$ cat src/rtl/spi_flash_reader_pkg.sv
`default_nettype none
// ============================================================================
//  Module      : spi_flash_reader_pkg
//  Description : Shared definitions for the SPI flash reader. Holds the SPI
//                controller register map, the control/status bit positions,
//                the FSM state encodings and a control-word helper.
//  Revision    : 1.0 - initial release
// ============================================================================
package spi_flash_reader_pkg;

    // SPI controller register map
    localparam logic [1:0] c_SPI_REG_DATA  = 2'd0;
    localparam logic [1:0] c_SPI_REG_CTRL  = 2'd1;

    // Control register bits (write) and status register bit (read)
    localparam int         c_CTRL_SS_BIT   = 0;
    localparam int         c_CTRL_RXEN_BIT = 1;
    localparam int         c_STAT_IDLE_BIT = 0;

    // Reader sequencing states
    typedef enum logic [3:0] {
        ST_IDLE   = 4'd0,
        ST_SEL    = 4'd1,
        ST_CMD    = 4'd2,
        ST_DRAIN0 = 4'd3,
        ST_RXEN   = 4'd4,
        ST_DUMMY  = 4'd5,
        ST_RX     = 4'd6,
        ST_OUT    = 4'd7,
        ST_DRAIN1 = 4'd8,
        ST_DESEL  = 4'd9,
        ST_DONE   = 4'd10
    } reader_state_t;

    // Single bus transaction states
    typedef enum logic [1:0] {
        BUS_IDLE    = 2'd0,
        BUS_REQ     = 2'd1,
        BUS_RELEASE = 2'd2
    } bus_state_t;

    // Build a control register write value
    function automatic logic [31:0] ctrl_word(input logic ss, input logic rx_en);
        logic [31:0] w;
        w                  = '0;
        w[c_CTRL_SS_BIT]   = ss;
        w[c_CTRL_RXEN_BIT] = rx_en;
        return w;
    endfunction

endpackage
`default_nettype wire

$ cat src/rtl/spi_flash_reader_bus_master.sv
`default_nettype none
// ============================================================================
//  Module      : spi_flash_reader_bus_master
//  Description : Runs exactly one SPI register-port transaction per i_go.
//                Drives rw/address/wdata with request high, holds them until
//                i_spi_ready, captures read data on that cycle, drops request
//                the next cycle and only reports o_done once i_spi_ready has
//                returned low, so the next transaction can never overlap.
//  Ports       : i_clock, i_reset      - clock, sync active-high reset
//                i_go/i_rw/i_addr/i_wdata - transaction request (1-cycle go)
//                o_done, o_rdata       - completion pulse, captured read data
//                o_spi_*, i_spi_*      - SPI controller register port
//  Revision    : 1.0 - initial release
// ============================================================================
module spi_flash_reader_bus_master
    import spi_flash_reader_pkg::*;
(
    input  logic        i_clock,
    input  logic        i_reset,
    input  logic        i_go,
    input  logic        i_rw,
    input  logic [1:0]  i_addr,
    input  logic [31:0] i_wdata,
    output logic        o_done,
    output logic [31:0] o_rdata,
    output logic        o_spi_request,
    output logic        o_spi_rw,
    output logic [1:0]  o_spi_address,
    output logic [31:0] o_spi_wdata,
    input  logic [31:0] i_spi_rdata,
    input  logic        i_spi_ready
);

    bus_state_t  r_state;
    logic        r_done;
    logic [31:0] r_rdata;
    logic        r_request;
    logic        r_rw;
    logic [1:0]  r_address;
    logic [31:0] r_wdata;

    always_ff @(posedge i_clock) begin
        if (i_reset) begin
            r_state   <= BUS_IDLE;
            r_done    <= 1'b0;
            r_rdata   <= '0;
            r_request <= 1'b0;
            r_rw      <= 1'b0;
            r_address <= '0;
            r_wdata   <= '0;
        end else begin
            r_done <= 1'b0;
            case (r_state)
                BUS_IDLE: begin
                    if (i_go) begin
                        r_rw      <= i_rw;
                        r_address <= i_addr;
                        r_wdata   <= i_wdata;
                        r_request <= 1'b1;
                        r_state   <= BUS_REQ;
                    end
                end
                BUS_REQ: begin
                    if (i_spi_ready) begin
                        r_rdata   <= i_spi_rdata;
                        r_request <= 1'b0;
                        r_state   <= BUS_RELEASE;
                    end
                end
                BUS_RELEASE: begin
                    // Completion waits for ready to fall so a follow-on
                    // request cannot be mistaken for acknowledged.
                    if (!i_spi_ready) begin
                        r_done  <= 1'b1;
                        r_state <= BUS_IDLE;
                    end
                end
                default: r_state <= BUS_IDLE;
            endcase
        end
    end

    assign o_done        = r_done;
    assign o_rdata       = r_rdata;
    assign o_spi_request = r_request;
    assign o_spi_rw      = r_rw;
    assign o_spi_address = r_address;
    assign o_spi_wdata   = r_wdata;

endmodule
`default_nettype wire

$ cat src/rtl/spi_flash_reader.sv
`default_nettype none
// ============================================================================
//  Module      : spi_flash_reader
//  Description : Reads a block from serial flash through the SPI controller
//                register port (READ opcode + 24-bit address, then one dummy
//                TX byte per RX byte) and streams the bytes out with
//                valid/ready flow control.
//  Ports       : i_clock, i_reset         - clock, sync active-high reset
//                i_start, i_flash_addr, i_length - transfer request
//                o_busy, o_done            - transfer status
//                o_data, o_valid, i_ready  - output byte stream
//                o_spi_*, i_spi_*          - SPI controller register port
//  Revision    : 1.0 - initial release
// ============================================================================
module spi_flash_reader
    import spi_flash_reader_pkg::*;
#(
    parameter int         LEN_WIDTH = 16,
    parameter logic [7:0] READ_CMD  = 8'h03
) (
    input  logic                 i_clock,
    input  logic                 i_reset,
    input  logic                 i_start,
    input  logic [23:0]          i_flash_addr,
    input  logic [LEN_WIDTH-1:0] i_length,
    output logic                 o_busy,
    output logic                 o_done,
    output logic [7:0]           o_data,
    output logic                 o_valid,
    input  logic                 i_ready,
    output logic                 o_spi_request,
    output logic                 o_spi_rw,
    output logic [1:0]           o_spi_address,
    output logic [31:0]          o_spi_wdata,
    input  logic [31:0]          i_spi_rdata,
    input  logic                 i_spi_ready
);

    reader_state_t        r_state;
    logic [23:0]          r_addr;
    logic [LEN_WIDTH-1:0] r_remaining;
    logic [1:0]           r_cmd_idx;
    logic                 r_issued;
    logic                 r_go;
    logic                 r_rw;
    logic [1:0]           r_bus_addr;
    logic [31:0]          r_bus_wdata;
    logic                 r_busy;
    logic                 r_done;
    logic                 r_valid;
    logic [7:0]           r_data;

    logic                 w_bus_done;
    logic [31:0]          w_bus_rdata;
    logic                 w_unused_rdata;
    logic [7:0]           w_cmd_byte;
    logic                 w_op_rw;
    logic [1:0]           w_op_addr;
    logic [31:0]          w_op_wdata;

    assign w_unused_rdata = ^w_bus_rdata[31:8];

    always_comb begin
        w_cmd_byte = READ_CMD;
        case (r_cmd_idx)
            2'd1:    w_cmd_byte = r_addr[23:16];
            2'd2:    w_cmd_byte = r_addr[15:8];
            2'd3:    w_cmd_byte = r_addr[7:0];
            default: w_cmd_byte = READ_CMD;
        endcase
    end

    // Bus operation implied by each bus-phase state
    always_comb begin
        w_op_rw    = 1'b1;
        w_op_addr  = c_SPI_REG_DATA;
        w_op_wdata = '0;
        case (r_state)
            ST_SEL: begin
                w_op_addr  = c_SPI_REG_CTRL;
                w_op_wdata = ctrl_word(1'b1, 1'b0);
            end
            ST_CMD:  w_op_wdata = {24'd0, w_cmd_byte};
            ST_DRAIN0, ST_DRAIN1: begin
                w_op_rw   = 1'b0;
                w_op_addr = c_SPI_REG_CTRL;
            end
            ST_RXEN: begin
                w_op_addr  = c_SPI_REG_CTRL;
                w_op_wdata = ctrl_word(1'b1, 1'b1);
            end
            ST_RX:   w_op_rw = 1'b0;
            ST_DESEL: begin
                w_op_addr  = c_SPI_REG_CTRL;
                w_op_wdata = ctrl_word(1'b0, 1'b0);
            end
            default: ;
        endcase
    end

    always_ff @(posedge i_clock) begin
        if (i_reset) begin
            r_state     <= ST_IDLE;
            r_addr      <= '0;
            r_remaining <= '0;
            r_cmd_idx   <= '0;
            r_issued    <= 1'b0;
            r_go        <= 1'b0;
            r_rw        <= 1'b0;
            r_bus_addr  <= '0;
            r_bus_wdata <= '0;
            r_busy      <= 1'b0;
            r_done      <= 1'b0;
            r_valid     <= 1'b0;
            r_data      <= '0;
        end else begin
            r_go   <= 1'b0;
            r_done <= 1'b0;
            case (r_state)
                ST_IDLE: begin
                    if (i_start) begin
                        if (i_length == '0) begin
                            r_done <= 1'b1;
                        end else begin
                            r_addr      <= i_flash_addr;
                            r_remaining <= i_length;
                            r_busy      <= 1'b1;
                            r_state     <= ST_SEL;
                        end
                    end
                end
                ST_OUT: begin
                    if (i_ready) begin
                        r_valid     <= 1'b0;
                        r_remaining <= r_remaining - LEN_WIDTH'(1);
                        r_state     <= (r_remaining == LEN_WIDTH'(1)) ? ST_DRAIN1 : ST_DUMMY;
                    end
                end
                ST_DONE: r_state <= ST_IDLE;
                ST_SEL, ST_CMD, ST_DRAIN0, ST_RXEN, ST_DUMMY, ST_RX, ST_DRAIN1, ST_DESEL: begin
                    // Each state issues one transaction, then reacts to its
                    // completion; clearing r_issued re-arms for the next op.
                    if (!r_issued) begin
                        r_go        <= 1'b1;
                        r_rw        <= w_op_rw;
                        r_bus_addr  <= w_op_addr;
                        r_bus_wdata <= w_op_wdata;
                        r_issued    <= 1'b1;
                    end else if (w_bus_done) begin
                        r_issued <= 1'b0;
                        case (r_state)
                            ST_SEL: begin
                                r_cmd_idx <= '0;
                                r_state   <= ST_CMD;
                            end
                            ST_CMD: begin
                                if (r_cmd_idx == 2'd3) r_state <= ST_DRAIN0;
                                r_cmd_idx <= r_cmd_idx + 2'd1;
                            end
                            ST_DRAIN0: if (w_bus_rdata[c_STAT_IDLE_BIT]) r_state <= ST_RXEN;
                            ST_RXEN:   r_state <= ST_DUMMY;
                            ST_DUMMY:  r_state <= ST_RX;
                            ST_RX: begin
                                r_data  <= w_bus_rdata[7:0];
                                r_valid <= 1'b1;
                                r_state <= ST_OUT;
                            end
                            ST_DRAIN1: if (w_bus_rdata[c_STAT_IDLE_BIT]) r_state <= ST_DESEL;
                            ST_DESEL: begin
                                r_busy  <= 1'b0;
                                r_done  <= 1'b1;
                                r_state <= ST_DONE;
                            end
                            default: r_state <= ST_IDLE;
                        endcase
                    end
                end
                default: r_state <= ST_IDLE;
            endcase
        end
    end

    spi_flash_reader_bus_master u_bus (
        .i_clock       (i_clock),
        .i_reset       (i_reset),
        .i_go          (r_go),
        .i_rw          (r_rw),
        .i_addr        (r_bus_addr),
        .i_wdata       (r_bus_wdata),
        .o_done        (w_bus_done),
        .o_rdata       (w_bus_rdata),
        .o_spi_request (o_spi_request),
        .o_spi_rw      (o_spi_rw),
        .o_spi_address (o_spi_address),
        .o_spi_wdata   (o_spi_wdata),
        .i_spi_rdata   (i_spi_rdata),
        .i_spi_ready   (i_spi_ready)
    );

    assign o_busy  = r_busy;
    assign o_done  = r_done;
    assign o_valid = r_valid;
    assign o_data  = r_data;

endmodule
`default_nettype wire

$ cat config.mk
export PLATFORM = sky130hd
export DESIGN_NAME = spi_flash_reader
export DESIGN_NICKNAME = d
export VERILOG_FILES = /design/src/rtl/spi_flash_reader_pkg.sv /design/src/rtl/spi_flash_reader_bus_master.sv /design/src/rtl/spi_flash_reader.sv
export SDC_FILE = /design/constraint.sdc
export NUM_CORES = 1
export LEC_CHECK = 0
export CAP_MARGIN = 15
export CORE_MARGIN = 10
export CORE_UTILIZATION = 54
export CTS_BUF_LIST = sky130_fd_sc_hd__clkbuf_4
export DETAILED_ROUTE_END_ITERATION = 8
export MAX_ROUTING_LAYER = met4
export PLACE_DENSITY_LB_ADDON = 0.25
export SYNTH_ARGS = -nofsm -noshare
export SYNTH_HDL_FRONTEND = slang
export SYNTH_SLANG_ARGS = --single-unit
$ cat constraint.sdc
create_clock -name i_clock -period 3.6 [get_ports i_clock]
set_input_delay 0.9 -clock i_clock [delete_from_list [all_inputs] [get_ports i_clock]]
set_output_delay 0.9 -clock i_clock [all_outputs]
set_load 0.05 [all_outputs]
==> summary.md, run 1 <==
The flow ran to the end, and the final reports show no timing, DRC or antenna violations. The critical path contains buffers and inverters numbering 0 combined. The count of input and output buffers was 74. Number of antenna violations at the first check in global routing: 0. The via count of the first global-routing pass was 3,728; the instance area at placement was 5050 µm².

dfxtp_1 takes more of the synthesized area than any other cell. The CTS clock-pin slew for the worst setup and hold paths came out at 150 ps. Cells fill 66.2% of the core in the end. The die is 111 µm tall. Sequential cells were found to cover 41.2% of the synthesized design area.

The number of enable flip-flop cells after synthesis is 0, and the mean instance size in the synthesized netlist is 8.34 µm². The post-layout instance area came out at 5200 µm². STA classifies the critical path endpoint as a register. For met3 alone, demand over resource in global routing was 3.51%.

Routability-driven placement finished with a final weighted congestion of 0.875. Clock tree synthesis found a total of 91 sinks. The critical path start-end classification was register to register. The number of cells traversed by the worst register-to-register path came out at 5.

The number of different library cells in the post-synthesis netlist is 65, and the post-route minimum period is 2620 ps. The mapped netlist covers 4430 µm². The tools report the area of the placeable core as 7850 µm². Library cell contributing the largest single delay on the critical path: dfxtp_1. The kind of start point of the critical path was a register.

Walking the worst path, the cells encountered are and4b_1 -> nand2_1 -> o21ai_1 -> o21ai_0 -> a221oi_1. Data on the critical path is required at its endpoint by 3960 ps. Power spread over the standard cell area amounts to 556 nW/µm². Maximum level of the CTS H-tree: 3.

Number of failing hold endpoints at the final stage: 0. After global routing the overflow that remains totals 0. The die width is 111 µm, and the per-cell routed wire length is 15.5 µm.

In the layout the commonest cells are dfxtp_1 (91), nand2_1 (86), clkdlybuf4s50_1 (73). After clock tree synthesis, the repair step resized 0 gates. The run gives 531 as the cell count after synthesis.

In the routed layout, each cell is associated on average with a via count of 5.57. The floorplan row count is 32. The layout overhead on the synthesized area is 17.4%.

For this run, asynchronously set or reset flops after synthesis account for 0%. For the post-layout total power, the log shows 2.89 mW. The count of buffers added by post-CTS timing repair for setup is 0, and the leakage power summed over all cells is 2.04 nW. The post-placement cell count was 675; the global-route wire length before repair was 17,700 µm. The tools report the worst-case clock buffer depth as 2. The arrival time reported for the critical path endpoint came out at 2980 ps.

Setup repair after global routing left no endpoint under its margin. Clock skew on the completed layout was measured at 24.1 ps. For the worst-skew pair, the clock arrives at the later sink with an insertion delay of 450 ps. After the flow finishes, the layout carries non-filler instances totaling 692. The tools report the master cell of the clock root buffer as clkbuf_4. The largest stage delay on the critical path is 790 ps. The share of cells above drive strength 1 is 6.95%. Family with the most delay on the worst path: compound AO/OA/AOI/OAI gates.

The final route contains 3,857 vias. The tools report the maximum number of pins on one net before global-route repair as 44. After routing, the total negative slack on setup checks comes to 0 ps. Synthesis inferred 91 register bits.

The Yosys warning count came out at 0. The final layout contains 668 nets. Fmax: 381 MHz. Detailed placement ended at an HPWL of 7940 µm.

Global routing used 20.4% of the available met1 tracks. Hold repair after CTS inserted 0 buffers. Counting buffers and inverters, the worst setup path is 5 cells deep.

The post-route clock period utilization was 72.9%; the starting density of the core was 56.4%. Top fanout value on the critical path: 19. The top-area cell type share of the netlist area came out at 41.2%. After filler insertion, the fill cell instance count of the layout stands at 691. At the pin with the least slew margin, the transition time is 920 ps. The type of the tightest min-delay check is register to register.

In the post-synthesis netlist, the biggest area contributors are dfxtp_1 (41%), mux2i_1 (7.5%), nand2_1 (7.3%). Leaving out fill and tap cells, the most frequent cell in the layout is dfxtp_1. The first TritonRoute pass finished after 5 iterations. The number of routed nets with antenna violations is 0, and the die area is 12,200 µm².

TritonCTS built the clock tree. For the total wire length after detailed routing, the log shows 10,700 µm. Setup violations remaining at the end of the flow were counted as 0. In this run the tightest slew margin relative to its limit is 38.6%. The number of maximum-capacitance constraint violations was 0.

In the routed design, unresolved DRC markers number 0. The max-slew violation total from the final report came out at 0. After the first detailed-routing iteration, the DRC count stood at 205.

Clock tree synthesis inserted a total of 9 buffers. Global routing used 28.5% of the available met2 tracks. The number of antenna diodes in the final layout is 0. Pin placement for this block handled 124 I/O pins. Most frequently used flop master after synthesis: dfxtp_1. The global routing stage identified its most utilized layer as met2. VDD sags by at most 0.320 mV.

The worst hold path was traced through 2 stages. The total track usage came out at 17.2%.
[worst paths after layout]
check                           startpoint             end  slack (ps)
worst max register to register  r_state[2]  r_remaining[0]         980
worst min register to register  r_addr[11]      r_addr[11]         470
worst max-delay path            r_state[2]  r_remaining[0]         980
worst min-delay path            r_addr[11]      r_addr[11]         470
[synth_stat cells, types with 4 or more instances]
cell / count
inv_1: 8
nand4_1: 4
a21oi_1: 55
clkbuf_1: 15
a222oi_1: 6
mux2i_1: 33
a211oi_1: 5
buf_2: 13
buf_4: 27
nor4_1: 5
nor3_1: 13
nand3_1: 4
ha_1: 6
nand2_1: 86
o21ai_0: 18
dfxtp_1: 91
nor2_1: 58
[tightest hold or removal path, stage by stage (launching register included)]
cell	delay (ps)
dfxtp_1	340
nand2_1	50
a21oi_1	50
[power breakdown]
group / switching (mW) / leakage (nW) / internal [mW]
Clock: 0.384 / 0.0682 / 0.160
Sequential: 0.162 / 0.741 / 1.15
Combinational: 0.626 / 1.23 / 0.408
[metrics by stage]
step / hold slack [ps] / setup WS (ps)
final: 465 / 977
after global routing: 487 / 748
after CTS: 464 / 1010
after detailed placement: 446 / 563
after global placement: 443 / 618
after floorplan: 436 / 1530
[cell families (layout without fill, tap and decap cells)]
kind of cell,count (synthesis),after routing,share of synthesized area [%]
and+or+nand+nor,205,205,22.4
other,1,25,0.0847
DFF,91,91,41.2
AOI/OAI and AO/OA,121,121,17.4
muxes,34,34,7.72
adders and majority gates,6,6,1.70
buffers and inverters,70,105,8.96
xor gates and xnor gates,3,3,0.594
[layout make-up]
class | count | area (µm²) | area share, %
repair buffers | 80 | 781 | 15.0
multi-input cells | 394 | 2300 | 44.2
flip-flops and latches | 91 | 1820 | 35.0
well taps | 102 | 128 | 2.45
inverters | 9 | 33.8 | 0.650
clock inverters | 7 | 68.8 | 1.32
clock buffers | 9 | 67.6 | 1.30
[layer usage]
metal,share of wire [%],wire [µm],up-vias
met1,44,4680,1798
met4,1.4,148,0
met3,5.3,569,15
met2,50,5320,125
li1,-,-,1919
met5,0,0,-
[state kept, by name (all words and copies together) (netlist names), 2 cells and up]
register	flops
o_data	8
r_addr	24
r_bus_wdata	8
r_cmd_idx	2
r_remaining	16
r_state	4
u_bus.o_rdata	8
u_bus.o_spi_wdata	8
u_bus.r_state	2
No activity file was read; power rests on OpenSTA's default activity.
==> inputs of run 2 (changes only) <==
--- a/config.mk
+++ b/config.mk
@@ -7,7 +7,7 @@
 export LEC_CHECK = 0
 export CAP_MARGIN = 15
 export CORE_MARGIN = 10
-export CORE_UTILIZATION = 54
+export CORE_UTILIZATION = 50
 export CTS_BUF_LIST = sky130_fd_sc_hd__clkbuf_4
 export DETAILED_ROUTE_END_ITERATION = 8
 export MAX_ROUTING_LAYER = met4
==> constraint.sdc (replaced) <==
create_clock -name i_clock -period 2.5 [get_ports i_clock]
set_input_delay 0.625 -clock i_clock [delete_from_list [all_inputs] [get_ports i_clock]]
set_output_delay 0.625 -clock i_clock [all_outputs]
set_load 0.05 [all_outputs]
==> summary.md, run 2 (synthesis gave the netlist of run 1 again) <==
The floorplan step defined a die boundary enclosing 13,000 µm². For the maximum number of pins on one net before global-route repair, the log shows 91. In the final design database the tool counted 679 nets. For this design the top-level I/O count stands at 124.

The largest registers in the layout are r_addr: 24 flops, r_remaining: 16 flops. The post-route clock period utilization was 90.3%; the clock net sink count was 91. In the routed layout, each cell is associated on average with a via count of 5.49. The run finished with clean final reports. The count of buffers added on input and output ports is 74. The count of nets left with antenna violations once routing finished came out at 0. In this run the power density over the cells is 806 nW/µm².

The register with the most flip-flops in the layout has 24 of them. The run gives 0 as the total overflow reported by the global router. Measured along the y axis, the die boundary spans 114 µm.

Final weighted congestion of routability-driven global placement: 0.896. The final critical-path setup slack is 244 ps. In this run the worst path has a maximum fanout of 2.

Total clock buffers created by CTS: 9. TritonCTS built the clock tree. The run gives 2 as the worst-case clock buffer depth.

Setup repair after global routing left no endpoint under its margin. The number of antenna violations at the first check in global routing was 0; the via count of the first global-routing pass was 3,746. The total buffers and inverters traversed by the critical path was 1. Post-CTS repair changed the size of 0 cells. The total via count after detailed routing is 3,894.

Clock latency at the later pin of the worst-skew pair: 440 ps. The tools report the kind of start point of the critical path as a register. The routed design could run at a clock period as short as 2260 ps. For the multi-input combinational cell area, the log shows 2300 µm². The top register by number of flip-flops is r_addr.

The fmax was 443 MHz. Once the clock tree was built, the setup fixing pass inserted 0 buffers. The min-delay analysis places its worst path in the category register to register. Worst setup slack after placement: -144 ps. The area of the placeable core came out at 8680 µm².

Power comes to 4.29 mW. The CTS clock-pin slew for the worst setup and hold paths is 150 ps. Traced cell by cell, the critical path runs through clkdlybuf4s50_1.

The floorplan row count was 34; the per-cell routed wire length was 15.5 µm. The tools report the number of failing hold endpoints at the final stage as 0. The slew at the pin closest to its max-slew limit is 1020 ps, and the sequential cell area is 1820 µm².

Including well taps, the total number of placed cells is 693. The tree is rooted in a clkbuf_4. Relative to the synthesized area, the layout overhead comes to 20.2%. The worst supply voltage drop on vdd is 0.433 mV. In the global route stage, overall resource usage came out at 16.7%. Cells with a size suffix above 1 make up 8.32% of the layout. In the layout the commonest cells are dfxtp_1 (91), nand2_1 (86), clkdlybuf4s50_1 (73). The first global-routing pass estimated 17,900 µm of wire.

The tools report the kind of capture point of the worst setup path as an output port. The worst pin sits at a relative slew slack of 31.8%. Between clock sinks in the finished design, the worst skew comes to 18.5 ps. Detailed placement finished with a half-perimeter wire length of 7970 µm. The detailed router finished its first iteration with 230 violations. The logs give 0 for the max-slew violation total from the final report and 51.0% for the starting density of the core. Fill cells in the final layout number 778. The finished layout holds 709 standard cells, fillers aside. The run gives 0 as the count of inserted antenna diode cells. Number of maximum-capacitance constraint violations: 0. In this run the number of H-tree levels came out at 3.

The number of remaining DRC errors is 0. The worst setup path is of the register to output port kind. At the worst endpoint, the arrival time is 1630 ps. The largest stage delay on the critical path is 830 ps. Among cell families on the critical path, the largest total delay comes from buffers and inverters.

The logs give 5 for the number of search-and-repair iterations in the first detailed-routing pass and 11,000 µm for the total wire length after detailed routing. The most frequent standard cell in the layout excluding fill and tap cells is dfxtp_1. Summed over all cells, the static leakage comes to 2.11 nW. Buffers inserted to repair hold after CTS numbered 0. Setup violations remaining at the end of the flow were counted as 0. Data required time at the worst endpoint: 1880 ps.

The library cell contributing the largest single delay on the critical path was clkdlybuf4s50_1. The die is 114 µm wide.
==> run 2: changes by cell type in the layout (fill, tap and decap cells not counted), moves of 2 or more <==
cell        before  now
clkinv_1         1    3
buf_12           0    2
buf_4            6   15
clkinvlp_4       2    0
==> run 2: final timing paths <==
kind              start          to  slack (ps)  cells after the start
min           r_addr[8]   r_addr[8]         470                      2
max reg2reg  r_state[0]  r_addr[22]         310                      5
max           o_data[0]   o_data[0]         240                      1
min reg2reg   r_addr[8]   r_addr[8]         470                      2
==> run 2: per-layer routing <==
| layer | share of wire, % | global-route usage [%] | wire [µm] |
|---|---|---|---|
| met5 | 0 | - | 0 |
| met3 | 7.9 | 4.82 | 867 |
| met4 | 1.6 | 6.10 | 180 |
| met1 | 43 | 19.6 | 4720 |
| met2 | 48 | 26.7 | 5230 |
==> run 2: final cells by class <==
class	instances	share of cell area, %
Inverter	9	0.635
Multi-Input combinational cell	394	43.2
Tap cell	108	2.54
Clock inverter	7	1.41
Timing Repair Buffer	91	16.7
Clock buffer	9	1.27
Sequential cell	91	34.2
==> run 2: power by group <==
part	switching, mW	leakage [nW]	internal, mW	total [mW]
combinational	0.937	1.29	0.636	1.57
sequential	0.221	0.741	1.66	1.88
clock	0.519	0.0779	0.315	0.834
==> run 2: stage by stage <==
stage          cell area (µm²)  TNS (ps)  hold slack (ps)  util, %
2_1_floorplan             4520         0              436        -
3_3_place_gp              5180     -1990              444     59.7
3_5_place_dp              5180     -3050              450     59.7
4_1_cts                   5320         0              469     61.3
5_1_grt                   5320         0              490     61.3
6_report                  5320         0              467     61.3
==> inputs of run 3 (changes only) <==
--- a/config.mk
+++ b/config.mk
@@ -6,7 +6,7 @@
 export NUM_CORES = 1
 export LEC_CHECK = 0
 export CAP_MARGIN = 15
-export CORE_MARGIN = 10
+export CORE_MARGIN = 2
 export CORE_UTILIZATION = 50
 export CTS_BUF_LIST = sky130_fd_sc_hd__clkbuf_4
 export DETAILED_ROUTE_END_ITERATION = 8
==> summary.md, run 3 (synthesis gave the netlist of run 1 again) <==
The run finished with clean final reports. TritonCTS built the clock tree. The family with the most delay on the worst path was buffers and inverters. The fmax was 441 MHz. Total power for the finished layout comes to 4.22 mW. The run gives 36.7% as the worst-case headroom to the max-slew limit. The end of the worst register-to-register path was r_addr[23].

Setup repair after global routing left no endpoint under its margin. The run gives 9 as the total clock buffers created by CTS. In this run, post-CTS hold repair placed 0 buffers.

The number of setup buffers added after CTS is 0. After detailed routing, the average wire length per cell comes to 14.6 µm. The worst hold path passes through 2 cells. 0 antenna diodes ended up in the layout.

The critical path start-end classification is register to output port. Global routing used 22.1% of the available tracks. The tree is rooted in a clkbuf_4. The first global-routing pass estimated 17,000 µm of wire.

The tools report the final weighted congestion of routability-driven global placement as 0.933. The library cell contributing the largest single delay on the critical path was clkdlybuf4s50_1. The initial utilization of the core area, before any placement, comes to 51.3%. Total via count after detailed routing: 3,895.

The worst setup path is captured at an output port. The tools report the worst-case clock buffer depth as 2. The slew at the pin closest to its max-slew limit came out at 949 ps. For the total negative setup slack, the log shows 0 ps. On the worst path, the slowest cell contributes a delay of 810 ps.

The kind of start point of the critical path is a register. The setup slack on the worst flop-to-flop path is 260 ps. The largest registers in the layout are r_addr: 24 flops, r_remaining: 16 flops. The via density per instance works out to 5.54. The arrival time reported for the critical path endpoint came out at 1640 ps. The switching power was 1.64 mW; the number of search-and-repair iterations in the first detailed-routing pass was 5. Dividing the final minimum period by the clock period gives 90.6%. The clock net sink count is 91, and the power share of the combinational group is 36.6%. For the total wire length after detailed routing, the log shows 10,300 µm. The cell area power density was 800 nW/µm².

The layout overhead on the synthesized area is 19.1%, and the area of the placeable core is 8640 µm². The data required time at the worst endpoint is 1880 ps, and the post-layout instance area is 5270 µm². During I/O placement, the number of pins put on the boundary was 124. The launch instance of the worst register-to-register path was r_state[1].

The worst supply voltage drop on vdd was 0.454 mV. The run gives 0 as the number of maximum-capacitance constraint violations. Maximum level of the CTS H-tree: 3. In this run, post-CTS repair resized a total of 0 instances.

The instance area at placement came out at 5150 µm². The logs give 440 ps for the clock latency at the later pin of the worst-skew pair and 0 for the number of antenna violations at the first check in global routing. Internal power comes to 2.57 mW.

The tools report the die area as 9620 µm². The post-route minimum period was 2270 ps. In this run the horizontal extent of the chip is 98.1 µm. The number of remaining DRC errors is 0, and the part of the power in the clock network is 18.4%. The share of cells above drive strength 1 came out at 7.56%. The run gives 675 as the number of nets in the layout. The run gives 270 as the initial DRC count. For the count of non-filler cells in the finished layout, the log shows 703. For hold timing, the worst endpoint is r_addr[8]. The number of cells traversed by the worst register-to-register path was 5; the max-slew violation total from the final report was 0. Hold timing on the final database bottoms out at a slack of 465 ps. For the maximum number of pins on one net before global-route repair, the log shows 46. r_addr holds more flip-flops than any other register.

The count of nets left with antenna violations once routing finished came out at 0. Once layout is complete, the utilization of the core stands at 61.0%. The total buffers and inverters traversed by the critical path is 1.

For this run the aggregate overflow at the end of global routing stands at 0. For the floorplan row count, the log shows 34. The most frequent standard cell in the layout excluding fill and tap cells was dfxtp_1. The register with the most flip-flops in the layout has 24 of them. Input and output buffers added on the ports amount to 74. In this run the vertical extent of the chip is 98.1 µm.

Top fanout value on the critical path: 2. The top cell types in the final layout, fill and taps aside, are dfxtp_1 (91), nand2_1 (86), clkdlybuf4s50_1 (73). CTS clock-pin slew for the worst setup and hold paths: 140 ps. The type of the tightest min-delay check is register to register. Once detailed placement completed, the half-perimeter wirelength came to 7250 µm. Net switching is 39.0% of the power.

The via count of the first global-routing pass is 3,721, and the worst setup slack after placement is -214 ps. The critical path goes through clkdlybuf4s50_1. The analysis attributes to cell leakage a power of 2.08 nW. Per report_power, the sequential group accounts for 44.9% of the total.

The number of failing hold endpoints at the final stage was 0. The worst hold path begins at r_addr[8]. Between clock sinks in the finished design, the worst skew comes to 16.3 ps. Once placement completed, the tool counted placed cells totaling 689. The final critical-path setup slack was 234 ps. Setup violations remaining at the end of the flow were counted as 0.
run 3: cell types whose count changed in the layout (fill, tap and decap cells not counted):
cell      change
clkinv_2      +1
inv_8         -1
inv_6         -2
buf_4         -4
clkinv_4      +1
clkinv_1      -1
run 3: worst max path at each step:
stage,start,endpoint,cells after the start
after floorplan,i_length[14],r_remaining[0],5
after global placement,i_length[11],r_addr[23],7
after detailed placement,i_length[10],r_addr[23],7
after CTS,o_busy,o_busy,1
after global routing,r_state[2],r_addr[4],5
final,o_valid,o_valid,1
run 3: cell type report:
class	instances	area, µm²
Clock inverter	5	56.3
Multi-Input combinational cell	394	2300
Clock buffer	9	67.6
Inverter	9	33.8
Tap cell	108	135
Sequential cell	91	1820
Timing Repair Buffer	87	858
Fill cell	773	3360
run 3: power by group through the flow:
stage,clock network [mW],registers (mW),logic (mW)
2_1_floorplan,0,1.85,1.24
3_3_place_gp,0,1.91,1.50
3_5_place_dp,0,1.92,1.54
4_1_cts,0.791,1.89,1.54
5_1_grt,0.848,1.93,1.71
6_report,0.777,1.90,1.54
run 3: metal layers:
layer	vias to the layer above	track usage, %	wire [µm]
li1	1929	-	-
met1	1818	27.6	4640
met2	133	35.6	4860
met3	15	4.94	610
met4	0	7.05	143
met5	-	-	0
